[src/rtl/tdm_pkg.sv]
// Shared constants and types for the 8-slot TDM receive path.
package tdm_pkg;

   localparam int N_SLOTS   = 8;
   localparam int SLOT_W    = 3;
   localparam int ERR_LIMIT = 3;
   localparam int ERR_W     = 2;

   typedef enum logic {
      HUNT = 1'b0,
      RECV = 1'b1
   } state_t;

   function automatic logic is_last_slot(input logic [SLOT_W-1:0] slot);
      return slot == SLOT_W'(N_SLOTS - 1);
   endfunction

endpackage

[src/rtl/slot_counter_mod8.sv]
// Slot index counter: wraps 7 -> 0, can jump straight to 1 when a slot-0 sample is taken.
module slot_counter_mod8
   import tdm_pkg::*;
(
   input  logic              clk,
   input  logic              rst_n,
   input  logic              en,
   input  logic              load_one,
   input  logic              clear,
   output logic [SLOT_W-1:0] cnt,
   output logic              wrap
);

   always_ff @(posedge clk or negedge rst_n) begin
      if (!rst_n) begin
         cnt <= '0;
      end else if (clear) begin
         cnt <= '0;
      end else if (load_one) begin
         cnt <= SLOT_W'(1);
      end else if (en) begin
         cnt <= cnt + 1'b1;
      end
   end

   assign wrap = is_last_slot(cnt);

endmodule

[src/rtl/tdm_demux_1a8.sv]
// 8-slot TDM demultiplexer: gathers one frame in a shadow register and publishes it whole.
//
//   state | meaning
//   HUNT  | unlocked; drop samples until one arrives flagged as slot 0
//   RECV  | locked; each accepted sample fills the slot pointed to by sel
module tdm_demux_1a8
   import tdm_pkg::*;
#(
   parameter int DW = 1
)(
   input  logic                  clk,
   input  logic                  rst_n,
   input  logic [DW-1:0]         din,
   input  logic                  din_valid,
   input  logic                  frame_start,
   output logic [SLOT_W-1:0]     sel,
   output logic [N_SLOTS*DW-1:0] dout,
   output logic                  frame_valid,
   output logic                  sync_err,
   output logic                  locked
);

   state_t                      state, state_nxt;
   logic [SLOT_W-1:0]           sel_cnt;
   logic                        last_slot;
   logic [ERR_W-1:0]            err_cnt, err_cnt_nxt;
   logic [(N_SLOTS-1)*DW-1:0]   shadow;

   logic                        cnt_en;
   logic                        cnt_load;
   logic                        cnt_clear;
   logic                        shadow_we;
   logic [SLOT_W-1:0]           shadow_idx;
   logic                        publish;
   logic                        resync;

   slot_counter_mod8 u_slot_cnt (
      .clk      (clk),
      .rst_n    (rst_n),
      .en       (cnt_en),
      .load_one (cnt_load),
      .clear    (cnt_clear),
      .cnt      (sel_cnt),
      .wrap     (last_slot)
   );

   always_ff @(posedge clk or negedge rst_n) begin
      if (!rst_n) begin
         state   <= HUNT;
         err_cnt <= '0;
      end else begin
         state   <= state_nxt;
         err_cnt <= err_cnt_nxt;
      end
   end

   always_comb begin
      state_nxt   = state;
      err_cnt_nxt = err_cnt;
      cnt_en      = 1'b0;
      cnt_load    = 1'b0;
      cnt_clear   = 1'b0;
      shadow_we   = 1'b0;
      publish     = 1'b0;
      resync      = 1'b0;
      case (state)
         HUNT: begin
            if (din_valid && frame_start) begin
               shadow_we = 1'b1;
               cnt_load  = 1'b1;
               state_nxt = RECV;
            end
         end
         RECV: begin
            if (din_valid) begin
               // A slot-0 marker anywhere but slot 0 (including slot 7) is a resync.
               if (frame_start && (sel_cnt != '0)) begin
                  resync = 1'b1;
                  if (err_cnt == ERR_W'(ERR_LIMIT - 1)) begin
                     state_nxt   = HUNT;
                     cnt_clear   = 1'b1;
                     err_cnt_nxt = '0;
                  end else begin
                     err_cnt_nxt = err_cnt + 1'b1;
                     shadow_we   = 1'b1;
                     cnt_load    = 1'b1;
                  end
               end else if (last_slot) begin
                  publish     = 1'b1;
                  cnt_en      = 1'b1;
                  err_cnt_nxt = '0;
               end else begin
                  shadow_we = 1'b1;
                  cnt_en    = 1'b1;
               end
            end
         end
         default: state_nxt = HUNT;
      endcase
   end

   // Slot-0 loads always target shadow slot 0 regardless of where sel was.
   assign shadow_idx = cnt_load ? '0 : sel_cnt;

   always_ff @(posedge clk or negedge rst_n) begin
      if (!rst_n) begin
         shadow <= '0;
      end else begin
         for (int k = 0; k < N_SLOTS - 1; k++) begin
            if (shadow_we && (shadow_idx == SLOT_W'(k))) begin
               shadow[k*DW +: DW] <= din;
            end
         end
      end
   end

   // Slot 7 bypasses the shadow so the whole frame lands in dout on one edge.
   always_ff @(posedge clk or negedge rst_n) begin
      if (!rst_n) begin
         dout        <= '0;
         frame_valid <= 1'b0;
         sync_err    <= 1'b0;
      end else begin
         if (publish) begin
            dout <= {din, shadow};
         end
         frame_valid <= publish;
         sync_err    <= resync;
      end
   end

   assign sel    = sel_cnt;
   assign locked = (state == RECV);

endmodule

[config.mk]
export PLATFORM = sky130hd
export DESIGN_NAME = tdm_demux_1a8
export DESIGN_NICKNAME = d
export VERILOG_FILES = /design/src/rtl/tdm_pkg.sv /design/src/rtl/slot_counter_mod8.sv /design/src/rtl/tdm_demux_1a8.sv
export SDC_FILE = /design/constraint.sdc
export NUM_CORES = 1
export LEC_CHECK = 0
export BUFFER_PORTS_ARGS = -buffer_cell sky130_fd_sc_hd__buf_2
export CORE_MARGIN = 8
export CORE_UTILIZATION = 58
export CTS_CLUSTER_SIZE = 40
export DETAILED_ROUTE_END_ITERATION = 6
export PLACE_DENSITY = 0.93
export SYNTH_ARGS = -nofsm -noshare
export SYNTH_HDL_FRONTEND = slang
export SYNTH_SLANG_ARGS = --single-unit
[constraint.sdc]
create_clock -name clk -period 3.2 [get_ports clk]
set_clock_uncertainty 0.15 [all_clocks]
set_input_delay 0.64 -clock clk [delete_from_list [all_inputs] [get_ports clk]]
set_output_delay 0.64 -clock clk [all_outputs]
set_load 0.03 [all_outputs]
# == Word level (Yosys, flattened, before mapping) ==
# Cells that the tools add are included.
# totals
ff_bits,23
# classes
n_eq_ne,8
n_bitwise,1
muxes,33
add_sub_neg,2
reduce_logical,14
# op_table
cell,n
two-way mux 1 bit,23
== test 3 bit (second input constant),4
two-way mux 3 bit,4
logical AND 1 bit,9
== test 3 x 2 -> 1 bit (second input constant),2
two-way mux 2 bit,3
one-hot mux 1 bit (2 select lines),3
nonzero test 3 bit,2
adder 3 x 1 -> 3 bit (second input constant),1
== test 3 x 1 -> 1 bit (second input constant),1
zero test 3 bit,1
AND reduction 3 bit,1
adder 2 x 1 -> 2 bit (second input constant),1
== test 2 bit (second input constant),1
nonzero test 2 bit,1
inverter 1 bit,1

# == Depth between registers and ports, before layout ==
# Gate-level depths: netlist of run 1.
# depth
depth_word,8
ltp_mapped,7
depth_no_buf,6

# == Cells and area by module ==
# A second synthesis of run 1 with hierarchy kept.
# unflattened
cells_unflattened,80
area_unflattened_um2,1013.5
# by_module_without_submodules
module,area_each_um2,n_inst,cells_each
tdm_demux_1a8,865.8,1,68
slot_counter_mod8,147.6,1,12

# == Worst setup path before layout of run 1 ==
# Ideal clock, no wire load.
# synth_timing
kind,reg2reg
startpoint,register u_slot_cnt.cnt[0]
endpoint,register shadow[3]
path_stages_with_launch,6
n_path_buf,0
t_required_ns,2.923
setup_time_ns,0.127
setup_slack_ns,1.060
arrival_time_ns,1.863
synth_period_minus_slack_ns,2.140
cell_sequence,dfrtp_1 -> ha_1 -> ha_1 -> a2111oi_4 -> nand3_1 -> mux2_1
# synth_via
elab_chain_cells,8
elab_cells_between_ends,13
cone_classes,eq/ne: 2; mux: 8; reduce/logical: 3
# synth_lines
item,line_no,rtl
"start, declared",slot_counter_mod8.sv:10,"output logic [SLOT_W-1:0] cnt,"
"start signal, assigned",slot_counter_mod8.sv:22,cnt <= cnt + 1'b1;
nonzero test 3 bit,tdm_demux_1a8.sv:77,if (frame_start && (sel_cnt != '0)) begin
logical AND 1 bit,tdm_demux_1a8.sv:77,
two-way mux 1 bit,tdm_demux_1a8.sv:77,
two-way mux 1 bit,tdm_demux_1a8.sv:75,if (din_valid) begin
one-hot mux 1 bit (2 select lines),tdm_demux_1a8.sv:66,case (state)
two-way mux 3 bit,tdm_demux_1a8.sv:103,assign shadow_idx = cnt_load ? '0 : sel_cnt;
== test 3 x 2 -> 1 bit,tdm_demux_1a8.sv:110,if (shadow_we && (shadow_idx == SLOT_W'(k))) begin
logical AND 1 bit (*),tdm_demux_1a8.sv:110,
"end signal, assigned by index",tdm_demux_1a8.sv:111,shadow[k*DW +: DW] <= din;
"end, declared",tdm_demux_1a8.sv:27,logic [(N_SLOTS-1)*DW-1:0] shadow;
# Mark *: on every way between the ends. The rest lies on a longest branch, timed or not.
# A chain may end at the register's enable or synchronous reset.

# == Worst setup path after layout of run 1 ==
# layout_timing
startpoint,register u_slot_cnt.cnt[0]
endpoint,register dout[3]
# layout_via
elab_chain_cells,5
elab_cells_between_ends,7
cone_classes,eq/ne: 1; mux: 4; reduce/logical: 2
# layout_lines
item,line_no,rtl
== test 3 bit or nonzero test 3 bit (tied branches),"tdm_pkg.sv:15, tdm_demux_1a8.sv:77",
two-way mux 1 bit or logical AND 1 bit (tied branches),"tdm_demux_1a8.sv:88, tdm_demux_1a8.sv:77",
two-way mux 1 bit (*),tdm_demux_1a8.sv:77,
two-way mux 1 bit (*),tdm_demux_1a8.sv:75,
two-way mux 1 bit (*),tdm_demux_1a8.sv:66,
"end signal, assigned",tdm_demux_1a8.sv:125,"dout <= {din, shadow};"
"end, declared",tdm_demux_1a8.sv:17,"output logic [N_SLOTS*DW-1:0] dout,"
# Marks and branches as above.

==> results of run 1 <==
sequential cells by signal, summed over array words and instances, names as in the netlist:
register / flops
u_slot_cnt.cnt: 3
frame_valid: 1
shadow: 7
sync_err: 1
locked: 1
dout: 8
err_cnt: 2
power by group through the flow:
stage	Sequential, mW	Combinational [mW]	Clock [mW]
5_1_grt	0.495	0.482	0.153
3_5_place_dp	0.486	0.449	0
4_1_cts	0.479	0.453	0.143
2_1_floorplan	0.580	0.233	0
3_3_place_gp	0.478	0.439	0
6_report	0.478	0.448	0.138
final cells by class:
class                           count  area [sq um]  area share (%)
Clock buffer                        3          22.5            1.82
Timing Repair Buffer               18          90.1            7.28
Clock inverter                      1          7.51           0.607
Multi-Input combinational cell     54           495            40.0
Sequential cell                    23           576            46.5
Inverter                            4          15.0            1.21
Tap cell                           25          31.3            2.53
Yosys cell counts (all sizes together):
cell type / instances / share of area [%]
nand3: 1 / 0.45
and4: 2 / 1.6
a21oi: 2 / 0.91
nand2b: 1 / 0.79
nand2: 7 / 2.8
o31ai: 1 / 0.68
buf: 2 / 1.7
and3: 1 / 0.57
inv: 4 / 1.4
a211oi: 1 / 0.68
o21ai: 4 / 1.8
nor4b: 1 / 2.2
a32o: 2 / 1.8
a311o: 1 / 0.91
a2111oi: 1 / 2.5
mux2: 15 / 18
o41ai: 2 / 1.6
nor2: 6 / 2.0
nor3b: 1 / 0.68
ha: 3 / 3.4
nor2b: 1 / 0.57
and2: 1 / 0.57
dfrtp: 23 / 52
cell usage in the layout (no fill, tap or decap):
cell type   Yosys  final
clkinvlp_4      0      1
a32o_1          2      2
nor3b_1         1      1
mux2_4          9      9
mux2_1          6      6
ha_1            3      3
and4_1          2      2
and3_1          1      1
nor4b_4         1      1
inv_1           3      3
inv_2           1      1
and2_1          1      1
clkbuf_4        0      3
o41ai_1         2      2
nor2_1          6      6
dfrtp_1        23     23
nand2_2         2      2
buf_2           0     18
a2111oi_4       1      1
nand3_1         1      1
a21oi_1         2      2
o21ai_0         4      4
o31ai_1         1      1
nand2b_2        1      1
nor2b_1         1      1
a211oi_1        1      1
a311o_1         1      1
nand2_1         5      5
path summary, 6_finish.rpt:
| kind | cells past startpoint | slack (ns) | endpoint |
|---|---|---|---|
| worst min register to register | 1 | 0.35 | shadow[3] |
| worst max-delay path | 6 | 1.01 | dout[3] |
| max in group asynchronous | 1 | 2.44 | sync_err |
| min in group clk | 1 | 0.35 | shadow[3] |
| worst max register to register | 6 | 1.01 | dout[3] |
| worst min-delay path | 1 | 0.11 | dout[5] |
through the flow:
step / util (%) / setup WS [ns] / instances / total power, mW
floorplan: - / 1.06 / 83 / 0.813
global placement: 68.4 / 1.05 / 124 / 0.916
detailed placement: 68.4 / 1.01 / 124 / 0.935
CTS: 70.1 / 1.02 / 128 / 1.08
global route: 70.1 / 0.904 / 128 / 1.13
finish: 70.1 / 1.01 / 128 / 1.06
routing by layer:
layer	vias up	wire, um	GRT usage, %
met4	0	44	7.14
met5	-	0	0
met3	6	106	3.04
met2	16	891	17.8
met1	355	846	15.1
li1	341	-	-
worst max-delay path, delay by kind of cell, from the launching register on:
kind / cells / cell delay (ns)
adders and majority gates: 1 / 0.21
and+or+nand+nor: 3 / 0.77
muxes: 1 / 0.34
DFF: 1 / 0.48
buffers and inverters: 1 / 0.13
cell families (layout without fill, tap and decap cells):
group | Yosys count | after routing
and+or+nand+nor | 22 | 22
muxes | 15 | 15
AOI/OAI and AO/OA | 14 | 14
adders and majority gates | 3 | 3
DFF | 23 | 23
buffers and inverters | 6 | 26
==> results_dict.tcl, run 1 <==
set metrics [dict create \
    status "finished, final reports clean" \
    synth_area_sq_mm 0.00110 \
    grt_max_degree 24 \
    slowest_stage "and3_1" \
    drv_slew 0 \
    seq_area_frac_synth_pct 52.1 \
    power_switching_uw 434 \
    grtUsageTotal_pct 12.0 \
    post-route-min-period_ns 2.19 \
    holdWs_ns 0.107 \
    critical_path_class "reg2reg" \
    seq_power_share_pct 44.9 \
    n_antenna_cell 0 \
    cts_htree_levels 1 \
    setup_viol 0 \
    cts_resized 0 \
    area_delta_synth_final_pct 12.0 \
    ys_types 27 \
    cts_buffers 3 \
    io_pins 19 \
    power_density_mw_per_mm2 860 \
    postSynthCellCount 83 \
    antenna_found_initial 0 \
    drt-total-wl_mm 1.89 \
    place_congestion 0.852 \
    postRouteAntennaNets 0 \
    muxShareOfSynthArea_pct 18.3 \
    peakVddDrop_uv 414 \
    ys_seq_elements 23 \
    clockRootBuffer "clkbuf_4" \
    die_x_um 59.6 \
    drc 0 \
    relSlewSlack_pct 63.7 \
    cts_tree "yes" \
    initial_core_util_pct 62.6 \
    clock_path_buffers 2 \
    power_frac_comb_pct 42.1 \
    cp-end-kind "register" \
    dpl-instance-area_sq_mm 0.00121 \
    final_hold_viol_count 0 \
    clkTransAtPathRegs_ns 0.13 \
    arrival_ns 2.25 \
    maxCapViolCount 0 \
    critPathMaxFanout 9 \
    max_stage_delay_ns 0.52 \
    clkPwrFrac_pct 13.0 \
    cts.sinks 23 \
    synth_top_family_by_area "multiplexers" \
    placeableCoreArea_sq_mm 0.00176 \
    drive_gt1_share_pct 35.9 \
    nNetsFinal 112 \
    cp-start-kind "register" \
    via_per_inst 5.61 \
    grt_overflow 0 \
    dieArea_sq_mm 0.00356 \
    design_area_sq_mm 0.00124 \
    fin_setup_tns_ns 0 \
    dp.final_hpwl_mm 1.41 \
    grt_pass1_vias 686 \
    synthSimpleGateAreaFrac_pct 12.2 \
    vias 718 \
    required_ns 3.26 \
    rsz0062_at_grt "false" \
    synth_compound_area_share_pct 10.9 \
    fill_cells 141 \
    p_sw_share_pct 40.8 \
    first_iter_violations 23 \
    synth_xor_area_share_pct 0 \
    p_int_uw 630 \
    crit_start "u_slot_cnt.cnt[0]" \
    clock_latency_ns 0.32 \
    rows 15 \
    die_h_um 59.6 \
    first_pass_iters 4 \
    reg2reg_from "u_slot_cnt.cnt[0]" \
    path_cells "inv_1 > ha_1 > nand2b_2 > nand2_2 > and3_1 > mux2_4" \
    grt_pass1_wl_mm 3.22 \
    fmax_ghz 0.457 \
    worst_pin_slew_ns 0.544 \
    leakagePower_nw 0.599 \
    port_buffers 18 \
    postCtsHoldBufs 0 \
    hold_path_class "in2async" \
    synth_fa_ha_area_share_pct 3.40 \
    syn_area_per_cell_sq_um 13.3 \
    cts_setup_buffers 0 \
    postSynthNetCount 91 \
    yosys_warnings 0 \
    wl_per_cell_um 14.8 \
    finalCritPeriodShare_pct 68.4 \
]
(Power assumes the default switching activity.)
==> inputs of run 2 (changes only) <==
- CORE_UTILIZATION: 58 -> 53
- PLACE_DENSITY: 0.93 -> 0.87
- clock period: 3.2 -> 2.3 ns (I/O delays scaled with it)
==> results_dict.tcl, run 2 (synthesis results as in run 1) <==
set metrics [dict create \
    drt-total-wl_mm 2.12 \
    placeableCoreArea_sq_mm 0.00196 \
    cts_tree "yes" \
    worst_pin_slew_ns 0.560 \
    peakVddDrop_uv 594 \
    postRouteAntennaNets 0 \
    layout_commonest_cell "dfrtp_1" \
    grt_pass1_vias 755 \
    wl_per_cell_um 16.1 \
    grt_overflow 0 \
    clockRootBuffer "clkbuf_4" \
    largest_register_ffs 8 \
    fin_setup_tns_ns 0 \
    setup_viol 0 \
    cp-start-kind "register" \
    drv_slew 0 \
    final_core_util_pct 63.7 \
    place_congestion 0.880 \
    grt_pass1_wl_mm 3.40 \
    first_pass_iters 4 \
    cp_top_family "compound AO/OA/AOI/OAI gates" \
    power_density_mw_per_mm2 1190 \
    final_hold_viol_count 0 \
    critPathMaxFanout 8 \
    die_h_um 61.7 \
    finalCritPeriodShare_pct 95.8 \
    path_common_cell "ha_1" \
    grtUsageTotal_pct 12.1 \
    clock_latency_ns 0.30 \
    cts_buffers 3 \
    dp.final_hpwl_mm 1.59 \
    path_cells "ha_1 > ha_1 > a2111oi_4 > a211oi_1 > mux2_1" \
    finalPower_mw 1.49 \
    multiInputGateArea_sq_um 495 \
    relSlewSlack_pct 62.7 \
    clock_path_buffers 2 \
    cp-end-kind "register" \
    leakagePower_nw 0.603 \
    dieArea_sq_mm 0.00380 \
    seq_area_sq_um 576 \
    via_per_inst 5.60 \
    clkTransAtPathRegs_ns 0.13 \
    max_stage_delay_ns 0.48 \
    initial_core_util_pct 56.3 \
    first_iter_violations 17 \
    cts_htree_levels 1 \
    top_regs "dout x8, shadow x7, u_slot_cnt.cnt x3" \
    fmax_ghz 0.454 \
    required_ns 2.35 \
    grt_max_degree 24 \
    post-route-min-period_ns 2.20 \
    area_delta_synth_final_pct 13.1 \
    cts.sinks 23 \
    hold_path_class "in2reg" \
    crit_buf_inv 0 \
    nNetsFinal 113 \
    antenna_found_initial 0 \
    drc 0 \
    top_register "dout" \
    vias 733 \
    critical_path_class "reg2reg" \
    rows 16 \
    n_antenna_cell 0 \
    die_x_um 61.7 \
    status "finished, final reports clean" \
    fill_cells 172 \
    drive_gt1_share_pct 35.6 \
    maxCapViolCount 0 \
    slowest_stage "dfrtp_1" \
    layout_common_cells "dfrtp_1, buf_2, mux2_4" \
    io_pins 19 \
    rsz0062_at_grt "false" \
    arrival_ns 2.25 \
    port_buffers 18 \
]
-- run 2: cell types whose count changed in the layout (fill, tap and decap cells not counted), sizes merged --
cell,change
dlygate4sd3,+1
-- run 2: worst register-to-register path, stage by stage, from the launching register on --
cell	delay, ns
dfrtp_1	0.48
ha_1	0.24
ha_1	0.27
a2111oi_4	0.46
a211oi_1	0.15
mux2_1	0.34
-- run 2: path summary, 6_finish.rpt --
path	start	to	slack (ns)	cells past startpoint
setup reg to reg	u_slot_cnt.cnt[0]	shadow[0]	0.1	5
hold reg to reg	shadow[1]	shadow[1]	0.36	1
setup / recovery	u_slot_cnt.cnt[0]	shadow[0]	0.1	5
max in group asynchronous	rst_n	locked	1.14	2
min in group asynchronous	rst_n	dout[2]	0.52	2
hold / removal	din	shadow[6]	0.31	2
-- run 2: cell type report --
class	count	area share, %
repair buffers	19	8.01
inverters	4	1.20
multi-input cells	54	39.6
clock inverters	1	0.601
flip-flops and latches	23	46.0
well taps	27	2.70
clock buffers	3	1.80
-- run 2: routing by layer --
layer	global-route usage [%]	up-vias	wire [um]
li1	-	344	-
met1	13.3	373	864
met2	22.0	14	1140
met3	2.92	2	102
met4	3.90	0	10
met5	0	-	0
-- run 2: report_power, final --
group          total [mW]  internal (mW)  switching, mW  leakage, nW
sequential          0.675          0.550          0.125        0.296
combinational       0.631          0.262          0.369        0.293
clock               0.187         0.0662          0.121       0.0139
-- run 2: what timing repair did --
| action | 4_1_cts | 5_1_grt |
|---|---|---|
| setup buffers | 0 | 0 |
| resized for setup | 0 | 0 |
| hold endpoints to repair | 23 | 0 |
| hold buffers | 1 | 0 |
-- run 2: per-stage QoR --
step	cell area (sq um)	worst slack [ns]	std cells	hold WS, ns
2_1_floorplan	1100	0.160	83	0.0144
3_3_place_gp	1210	0.188	126	0.297
3_5_place_dp	1210	0.120	126	0.301
4_1_cts	1250	0.0789	131	0.307
5_1_grt	1250	0.0112	131	0.311
6_report	1250	0.0964	131	0.313
